===== config.mk =====
export PLATFORM = sky130hd
export DESIGN_NAME = imm_gen_pipe_flat
export DESIGN_NICKNAME = d
export VERILOG_FILES = /design/src/rtl/imm_gen_pipe_if.sv /design/src/rtl/imm_gen_pipe.sv /design/src/flat_wrapper.sv
export SDC_FILE = /design/constraint.sdc
export NUM_CORES = 1
export LEC_CHECK = 0
export ABC_AREA = 1
export BUFFER_PORTS_ARGS = -buffer_cell sky130_fd_sc_hd__buf_2
export CORE_MARGIN = 2
export CORE_UTILIZATION = 30
export DETAILED_ROUTE_END_ITERATION = 7
export RECOVER_POWER = 25
export SYNTH_ARGS = -nofsm -noshare
export SYNTH_HDL_FRONTEND = slang
export SYNTH_SLANG_ARGS = --single-unit
export TNS_END_PERCENT = 1

===== constraint.sdc =====
create_clock -name clk -period 1.9 [get_ports clk]
set_input_delay 0.19 -clock clk [delete_from_list [all_inputs] [get_ports clk]]
set_output_delay 0.19 -clock clk [all_outputs]
set_load 0.02 [all_outputs]

===== src/rtl/imm_gen_pipe_if.sv =====
`default_nettype none
// ============================================================================
// Module      : imm_gen_pipe_if
// Description : Upstream/downstream handshake bundle for imm_gen_pipe.
//               "master" is the side that drives instructions and consumes
//               results; "slave" is the immediate generator itself.
// Revision    : 1.0 - initial release
// ============================================================================
interface imm_gen_pipe_if #(
    parameter int XLEN  = 32,
    parameter int TAG_W = 32
);
    logic [31:0]       Instr;
    logic [2:0]        ImmSel;
    logic [TAG_W-1:0]  in_tag;
    logic              in_valid;
    logic              in_ready;
    logic              flush;
    logic [XLEN-1:0]   immediate;
    logic [TAG_W-1:0]  out_tag;
    logic              out_illegal;
    logic              out_valid;
    logic              out_ready;

    modport master (
        output Instr, ImmSel, in_tag, in_valid, flush, out_ready,
        input  in_ready, immediate, out_tag, out_illegal, out_valid
    );

    modport slave (
        input  Instr, ImmSel, in_tag, in_valid, flush, out_ready,
        output in_ready, immediate, out_tag, out_illegal, out_valid
    );
endinterface
`default_nettype wire


===== src/rtl/imm_gen_pipe.sv =====
`default_nettype none
// ============================================================================
// Module      : imm_gen_pipe
// Description : Registered RV32I/RV64I immediate generator (I/S/B/U/J, plus
//               optional CSR zimm) with a tag sideband and a valid/ready
//               interface backed by a one-entry skid buffer behind the
//               output register (two entries held in total).
//               Optional feature macro: IMM_ZICSR_EN enables ImmSel=6 (zimm);
//               without it ImmSel=6 is reported as illegal.
//               XLEN must be 32 or 64 and match the interface parameter.
// Revision    : 1.0 - initial release
// ============================================================================
module imm_gen_pipe #(
    parameter int XLEN  = 32,
    parameter int TAG_W = 32
) (
    input  logic          clk,
    input  logic          rst_n,
    imm_gen_pipe_if.slave bus
);

    localparam logic [2:0] c_SEL_NONE = 3'd0;
    localparam logic [2:0] c_SEL_I    = 3'd1;
    localparam logic [2:0] c_SEL_S    = 3'd2;
    localparam logic [2:0] c_SEL_B    = 3'd3;
    localparam logic [2:0] c_SEL_U    = 3'd4;
    localparam logic [2:0] c_SEL_J    = 3'd5;
    localparam logic [2:0] c_SEL_Z    = 3'd6;

    logic              w_sign;
    logic [31:0]       w_imm32;
    logic [XLEN-1:0]   w_imm;
    logic              w_ill;
    logic              w_accept;
    logic              w_out_free;
    logic              w_unused_opcode;

    logic              r_out_valid;
    logic [XLEN-1:0]   r_out_imm;
    logic [TAG_W-1:0]  r_out_tag;
    logic              r_out_ill;
    logic              r_skid_valid;
    logic [XLEN-1:0]   r_skid_imm;
    logic [TAG_W-1:0]  r_skid_tag;
    logic              r_skid_ill;

    // The opcode field never contributes to any immediate.
    assign w_unused_opcode = &{1'b0, bus.Instr[6:0]};

    assign w_sign = bus.Instr[31];

    // Decode the selected format into a 32-bit sign-extended immediate.
    always_comb begin
        w_imm32 = 32'd0;
        w_ill   = 1'b0;
        case (bus.ImmSel)
            c_SEL_NONE: w_imm32 = 32'd0;
            c_SEL_I:    w_imm32 = {{20{w_sign}}, bus.Instr[31:20]};
            c_SEL_S:    w_imm32 = {{20{w_sign}}, bus.Instr[31:25], bus.Instr[11:7]};
            c_SEL_B:    w_imm32 = {{19{w_sign}}, bus.Instr[31], bus.Instr[7],
                                   bus.Instr[30:25], bus.Instr[11:8], 1'b0};
            c_SEL_U:    w_imm32 = {bus.Instr[31:12], 12'd0};
            c_SEL_J:    w_imm32 = {{11{w_sign}}, bus.Instr[31], bus.Instr[19:12],
                                   bus.Instr[20], bus.Instr[30:21], 1'b0};
            c_SEL_Z: begin
`ifdef IMM_ZICSR_EN
                // zimm is zero-extended; bit 31 is 0 so the XLEN widening below keeps it so.
                w_imm32 = {27'd0, bus.Instr[19:15]};
`else
                w_ill   = 1'b1;
`endif
            end
            default:    w_ill   = 1'b1;
        endcase
    end

    // Widen to XLEN; every 32-bit result already carries its final sign in bit 31.
    generate
        if (XLEN == 64) begin : g_xlen64
            assign w_imm = {{32{w_imm32[31]}}, w_imm32};
        end else begin : g_xlen32
            assign w_imm = w_imm32;
        end
    endgenerate

    // in_ready is the registered "skid empty" flag.
    assign w_accept   = bus.in_valid && !r_skid_valid;
    assign w_out_free = !r_out_valid || bus.out_ready;

    // Output register and skid entry: strict FIFO of depth two, flush wins.
    always_ff @(posedge clk or negedge rst_n) begin
        if (!rst_n) begin
            r_out_valid  <= 1'b0;
            r_out_imm    <= '0;
            r_out_tag    <= '0;
            r_out_ill    <= 1'b0;
            r_skid_valid <= 1'b0;
            r_skid_imm   <= '0;
            r_skid_tag   <= '0;
            r_skid_ill   <= 1'b0;
        end else if (bus.flush) begin
            r_out_valid  <= 1'b0;
            r_skid_valid <= 1'b0;
        end else if (w_out_free) begin
            if (r_skid_valid) begin
                // in_ready was low, so nothing new can arrive this cycle.
                r_out_valid  <= 1'b1;
                r_out_imm    <= r_skid_imm;
                r_out_tag    <= r_skid_tag;
                r_out_ill    <= r_skid_ill;
                r_skid_valid <= 1'b0;
            end else if (w_accept) begin
                r_out_valid  <= 1'b1;
                r_out_imm    <= w_imm;
                r_out_tag    <= bus.in_tag;
                r_out_ill    <= w_ill;
            end else begin
                r_out_valid  <= 1'b0;
            end
        end else if (w_accept) begin
            // Output is stalled: park the finished immediate in the skid entry.
            r_skid_valid <= 1'b1;
            r_skid_imm   <= w_imm;
            r_skid_tag   <= bus.in_tag;
            r_skid_ill   <= w_ill;
        end
    end

    assign bus.in_ready    = !r_skid_valid;
    assign bus.out_valid   = r_out_valid;
    assign bus.immediate   = r_out_imm;
    assign bus.out_tag     = r_out_tag;
    assign bus.out_illegal = r_out_ill;

endmodule
`default_nettype wire


===== src/flat_wrapper.sv =====
// flat-port wrapper written by rule: the top's interface ports become plain ports
module imm_gen_pipe_flat 
#(
    parameter int XLEN  = 32,
    parameter int TAG_W = 32
)
  (clk, rst_n, bus_Instr, bus_ImmSel, bus_in_tag, bus_in_valid, bus_flush, bus_out_ready, bus_in_ready, bus_immediate, bus_out_tag, bus_out_illegal, bus_out_valid);
  imm_gen_pipe_if #(.XLEN(XLEN), .TAG_W(TAG_W)) bus_i ();
  input  logic clk;
  input  logic rst_n;
  input wire logic [$bits(bus_i.Instr)-1:0] bus_Instr;
  input wire logic [$bits(bus_i.ImmSel)-1:0] bus_ImmSel;
  input wire logic [$bits(bus_i.in_tag)-1:0] bus_in_tag;
  input wire logic [$bits(bus_i.in_valid)-1:0] bus_in_valid;
  input wire logic [$bits(bus_i.flush)-1:0] bus_flush;
  input wire logic [$bits(bus_i.out_ready)-1:0] bus_out_ready;
  output wire logic [$bits(bus_i.in_ready)-1:0] bus_in_ready;
  output wire logic [$bits(bus_i.immediate)-1:0] bus_immediate;
  output wire logic [$bits(bus_i.out_tag)-1:0] bus_out_tag;
  output wire logic [$bits(bus_i.out_illegal)-1:0] bus_out_illegal;
  output wire logic [$bits(bus_i.out_valid)-1:0] bus_out_valid;
  assign bus_i.Instr = bus_Instr;
  assign bus_i.ImmSel = bus_ImmSel;
  assign bus_i.in_tag = bus_in_tag;
  assign bus_i.in_valid = bus_in_valid;
  assign bus_i.flush = bus_flush;
  assign bus_i.out_ready = bus_out_ready;
  assign bus_in_ready = bus_i.in_ready;
  assign bus_immediate = bus_i.immediate;
  assign bus_out_tag = bus_i.out_tag;
  assign bus_out_illegal = bus_i.out_illegal;
  assign bus_out_valid = bus_i.out_valid;
  imm_gen_pipe #(.XLEN(XLEN), .TAG_W(TAG_W)) u_core (.clk(clk), .rst_n(rst_n), .bus(bus_i));
endmodule

Yosys cells after proc, flatten, opt, wreduce, memory -nomap -nowiden
Index checks and enable logic that the tools add are counted.
{ "totals": {"reg_bits": 132, "inputBits": 72, "output_inout_bits": 67, "word_cells": 41} }
{ "classes": {"n_eq_ne": 5, "n_mux": 15, "bitwise_logic": 2, "n_reduce_logical": 11} }
{ "op_table": {"columns": ["operator", "n"], "rows": [
  ["case mux 32 bit (5 select lines)", 1],
  ["2-to-1 mux 32 bit", 4],
  ["2-to-1 mux 1 bit", 10],
  ["== test 3 x 2 -> 1 bit, second input constant", 2],
  ["== test 3 bit, second input constant", 2],
  ["AND reduction 3 bit", 2],
  ["OR reduction 6 bit", 1],
  ["nonzero test 2 bit", 2],
  ["== test 3 x 1 -> 1 bit, second input constant", 1],
  ["zero test 3 bit", 1],
  ["nonzero test 3 bit", 1],
  ["zero test 1 bit", 2],
  ["NOT 1 bit", 2],
  ["logical AND 1 bit", 1],
  ["logical OR 1 bit", 1]
]} }

Longest topological paths before layout
{ "depth": {"ltp_word": 6, "depth_mapped": 10, "ltp_nobuf": 9} }

Worst setup path after synthesis
No wires, ideal clock.
{ "synth_path": {"path_type": "register -> register", "startpoint": "register u_core.r_out_valid, in the netlist u_core.bus.out_valid", "endpoint": "register u_core.r_out_imm[10], in the netlist u_core.bus.immediate[10]", "setup_ns": 0.119, "t_arrival_ns": 1.311, "t_required_ns": 1.781, "path_slack_ns": 0.470, "stages_incl_launch_ff": 9, "n_path_buf": 2, "synth_period_minus_slack_ns": 1.430, "path_cell_list": "dfrtp_1 inv_1 nor2_2 nand2_1 nand2_1 buf_4 inv_2 buf_2 o21a_1"} }
{ "synth_between": {"elab_chain_cells": 3} }
{ "synth_lines": {"columns": ["element", "line", "text"], "rows": [
  ["start: declaration", "imm_gen_pipe.sv:38", "logic r_out_valid;"],
  ["start signal: assignment", "imm_gen_pipe.sv:93", "r_out_valid <= 1'b0;"],
  ["start signal: assignment", "imm_gen_pipe.sv:102", "r_out_valid <= 1'b0;"],
  ["start signal: assignment", "imm_gen_pipe.sv:107", "r_out_valid <= 1'b1;"],
  ["zero test 1 bit", "imm_gen_pipe.sv:88", "assign w_out_free = !r_out_valid || bus.out_ready;"],
  ["logical OR 1 bit", "imm_gen_pipe.sv:88", null],
  ["AND reduction 3 bit (no source line)", null, null],
  ["end signal: assignment", "imm_gen_pipe.sv:108", "r_out_imm <= r_skid_imm;"],
  ["end signal: assignment", "imm_gen_pipe.sv:114", "r_out_imm <= w_imm;"],
  ["end: declaration", "imm_gen_pipe.sv:39", "logic [XLEN-1:0] r_out_imm;"]
]} }
No other way between the ends.
A chain may end at the register's enable or synchronous reset.

Worst setup path in the final report
{ "layout_path": {"startpoint": "register u_core.r_skid_valid", "endpoint": "output bus_in_ready"} }
{ "layout_between": {"elab_chain_cells": 1} }
{ "layout_lines": {"columns": ["element", "line", "text"], "rows": [
  ["start: declaration", "imm_gen_pipe.sv:42", "logic r_skid_valid;"],
  ["start signal: assignment", "imm_gen_pipe.sv:97", "r_skid_valid <= 1'b0;"],
  ["start signal: assignment", "imm_gen_pipe.sv:103", "r_skid_valid <= 1'b0;"],
  ["start signal: assignment", "imm_gen_pipe.sv:111", "r_skid_valid <= 1'b0;"],
  ["zero test 1 bit", "imm_gen_pipe.sv:129", "assign bus.in_ready = !r_skid_valid;"],
  ["end: declaration", "flat_wrapper.sv:17", "output wire logic [$bits(bus_i.in_ready)-1:0] bus_in_ready;"]
]} }
No other way between the ends.

==> impl_metrics.env <==
export IMPL_synth_top_cell_area_share_pct=55.09
export IMPL_ys_warn_count=0
export IMPL_syn_cell_area_sq_mm=0.005996
export IMPL_crit_reg2reg_launch="u_core.bus.out_valid$_DFFE_PN0N_"
export IMPL_crit_fanout=63
export IMPL_post_route_util_pct=38.61
export IMPL_p_int_uw=5895
export IMPL_cpPeakStageDelay_ns=0.40
export IMPL_end_kind="primary output"
export IMPL_cts_max_level=4
export IMPL_die_w_um=145.4
export IMPL_avgViaCountPerCell=4.553
export IMPL_crit_start="u_core.r_skid_valid$_DFFE_PN0P_"
export IMPL_cts_tree="yes"
export IMPL_p_comb_share_pct=17.3
export IMPL_skew_ns=0.006620
export IMPL_synth_seq_cells=132
export IMPL_path_clk_slew_ns=0.06
export IMPL_hold_viol=0
export IMPL_slew_headroom_pct=23.55
export IMPL_die_height_um=145.4
export IMPL_slew_viol_final=0
export IMPL_setup_violations=0
export IMPL_cts_root_buf="clkbuf_16"
export IMPL_pwr_share_clk_pct=40.1
export IMPL_dr_first_iter_drc_count=287
export IMPL_syn_area_per_cell_sq_um=8.157
export IMPL_antenna_found_initial=1
export IMPL_rsz0062_at_grt="no"
export IMPL_startpoint_type="register"
export IMPL_fill_cells=2068
export IMPL_ioPinCount=139
export IMPL_yosys_top_cells_area="dfrtp_1, nand2_1, o21ai_0"
export IMPL_p_per_area_mw_per_mm2=1101
export IMPL_fmax_mhz=567.1
export IMPL_detail_route_antenna_nets=0
export IMPL_ctsLongestPathBuffers=2
export IMPL_status="finished clean"
export IMPL_grt_pass1_vias=4980
export IMPL_numCtsBuffers=17
export IMPL_cts_sinks=132
export IMPL_crit_path_top_delay_cell="dfrtp_1"
export IMPL_nNetsFinal=926
export IMPL_critPathKind="reg -> out"
export IMPL_clock_latency_ns=0.41
export IMPL_overflow=0
export IMPL_finalCritPeriodShare_pct=92.81
export IMPL_synth_fp_nets=808
export IMPL_yosysMostFrequentCell="nand2_1"
export IMPL_period_minus_slack_ns=1.763
export IMPL_synth_edf_count=0
export IMPL_start_util_pct=30.71
export IMPL_area_delta_synth_final_pct=25.73
export IMPL_grt_pass1_wl_um=25230
export IMPL_post_cts_buffers=0
export IMPL_fin_total_pwr_uw=8298
export IMPL_portBuffers=131
export IMPL_min_path_type="in -> reg"
export IMPL_rows=51
export IMPL_yosys_area_top_type="dfrtp_1"
export IMPL_crit_chain="inv_2, buf_6, buf_2"
export IMPL_worst_path_stages=3
export IMPL_rr_worst_depth=6
export IMPL_layout_cells_non_filler=1132
export IMPL_async_flop_share_pct=100.0
export IMPL_synth_distinct_cells=26
export IMPL_ys_seq_area_share_pct=55.09
export IMPL_first_pass_iters=5
export IMPL_dp_cells=1098
export IMPL_endpoint="bus_in_ready"
export IMPL_crit_family="buffers and inverters"
export IMPL_wl_per_cell_um=13.25
export IMPL_cap_violations=0
export IMPL_ff2ff_setup_slack_ns=0.30
export IMPL_gp_congestion=0.8122
export IMPL_p_switching_uw=2403
export IMPL_yosys_top_cells_count="nand2_1, dfrtp_1, o21ai_0, inv_1, nand3_1"
export IMPL_num_vias=5154
export IMPL_ir_worst_vdd_mv=0.5937
export IMPL_tns_ns=0
export IMPL_hpwlAfterDp_um=10030
export IMPL_die_area_sq_mm=0.02113
export IMPL_design_core_area_sq_mm=0.01953
export IMPL_p_leak_uw=0.004013
export IMPL_syn_inst=735
export IMPL_r2r_end="u_core.r_skid_imm[31]$_DFFE_PN0P_"
export IMPL_ys_flop_type="dfrtp_1"
export IMPL_critPathBufInv=3
export IMPL_wl_um=15000
export IMPL_grt_max_degree=64
export IMPL_seq_power_share_pct=42.6
export IMPL_drc_errors=0
export IMPL_worst_slew_pin_slew_ns=1.147
export IMPL_grtUsageTotal_pct=14.71
export IMPL_worst_ep_required_time_ns=1.71
export IMPL_crit_arrival_ns=1.57
export IMPL_switching_share_pct=28.96
export IMPL_drive_above_1_share_pct=22.06
==> area by class of cell <==
class	instances	area [sq um]	area share, %
Antenna cell	1	2.502	0.03320
Clock buffer	21	480.5	6.373
Clock inverter	11	126.4	1.676
Inverter	42	157.7	2.091
Multi-Input combinational cell	512	2297	30.47
Sequential cell	132	3303	43.82
Tap cell	265	331.6	4.398
Timing Repair Buffer	148	839.6	11.14
==> logic make-up after synthesis <==
kind of cell,synth area share [%]
AND/OR/NAND/NOR,21.89
adder cells (fa/ha/maj),0.2086
AO/OA/AOI/OAI,16.09
buffers and inverters,6.719
flip-flops,55.09
==> state kept, by name, indices dropped and copies added (netlist names) <==
| signal | count |
|---|---|
| u_core.r_skid_valid | 1 |
| u_core.bus.out_tag | 32 |
| u_core.r_skid_ill | 1 |
| u_core.bus.out_illegal | 1 |
| u_core.bus.immediate | 32 |
| u_core.r_skid_tag | 32 |
| u_core.r_skid_imm | 32 |
| u_core.bus.out_valid | 1 |
==> worst register-to-register path, delay by kind of cell (launching register included) <==
kind	cells	cell delay (ns)
AOI/OAI and AO/OA	1	0.14
DFF	1	0.33
buffers and inverters	2	0.52
and+or+nand+nor	3	0.54
==> power groups by stage <==
stage	sequential (uW)	combinational [uW]	clock, uW
detailed placement	3580	1460	0
global placement	3570	1440	0
floorplan	3830	642	0
global route	3600	1630	3580
finish	3540	1430	3330
CTS	3540	1470	3430
==> worst min-delay path by stage <==
| stage | slack [ns] | start | end | cells after the start |
|---|---|---|---|---|
| after CTS | 0.02 | bus_in_tag[8] | u_core.r_skid_tag[8]$_DFFE_PN0P_ | 3 |
| after detailed placement | 0.15 | rst_n | u_core.bus.out_tag[22]$_DFFE_PN0P_ | 1 |
| after global routing | 0.04 | bus_in_tag[23] | u_core.r_skid_tag[23]$_DFFE_PN0P_ | 3 |
| after global placement | 0.16 | rst_n | u_core.bus.out_tag[25]$_DFFE_PN0P_ | 1 |
| final | 0.04 | bus_in_tag[7] | u_core.r_skid_tag[7]$_DFFE_PN0P_ | 3 |
| after floorplan | -0.11 | rst_n | u_core.bus.immediate[0]$_DFFE_PN0P_ | 0 |
==> metrics by stage <==
stage	hold slack, ns	setup slack [ns]	instance area [sq um]
after CTS	0.02255	0.1007	7542
final	0.04484	0.1366	7538
after global routing	0.04130	0.03197	7538
after detailed placement	0.1507	0.3070	6922
after floorplan	-0.1056	0.4704	5996
after global placement	0.1560	0.3111	6922
==> routing by layer <==
metal  track usage (%)  vias to the layer above  wire length, um  share of wire (%)
met3             4.013                       27              786                5.2
met2             22.01                      137             6688                 45
met1             19.97                     2376             7102                 47
met4             6.618                        0              418                2.8
li1                  -                     2614                -                  -
met5                 0                        -                0                  0
==> layout by cell type, fill, tap and decap left out, drive strengths merged <==
cell type / Yosys / final
nor2: 28 / 28
clkinvlp: 0 / 4
nor3: 1 / 1
dlygate4sd3: 0 / 1
ha: 1 / 1
a21boi: 2 / 2
diode: 0 / 1
a31oi: 1 / 1
clkbuf: 20 / 22
inv: 42 / 42
o211ai: 1 / 1
o21ai: 150 / 150
bufinv: 0 / 2
o21a: 10 / 10
buf: 29 / 146
nand3: 35 / 35
nand4: 2 / 2
dfrtp: 132 / 132
clkinv: 0 / 5
nand2: 258 / 258
or2: 1 / 1
a21oi: 22 / 22
==> repair_timing <==
item / CTS / global route
hold endpoints to repair: 40 / 0
endpoints found under the setup margin: 1 / 0
gates resized for setup: 1 / 0
hold buffers: 1 / 0
(Power assumes the default switching activity.)
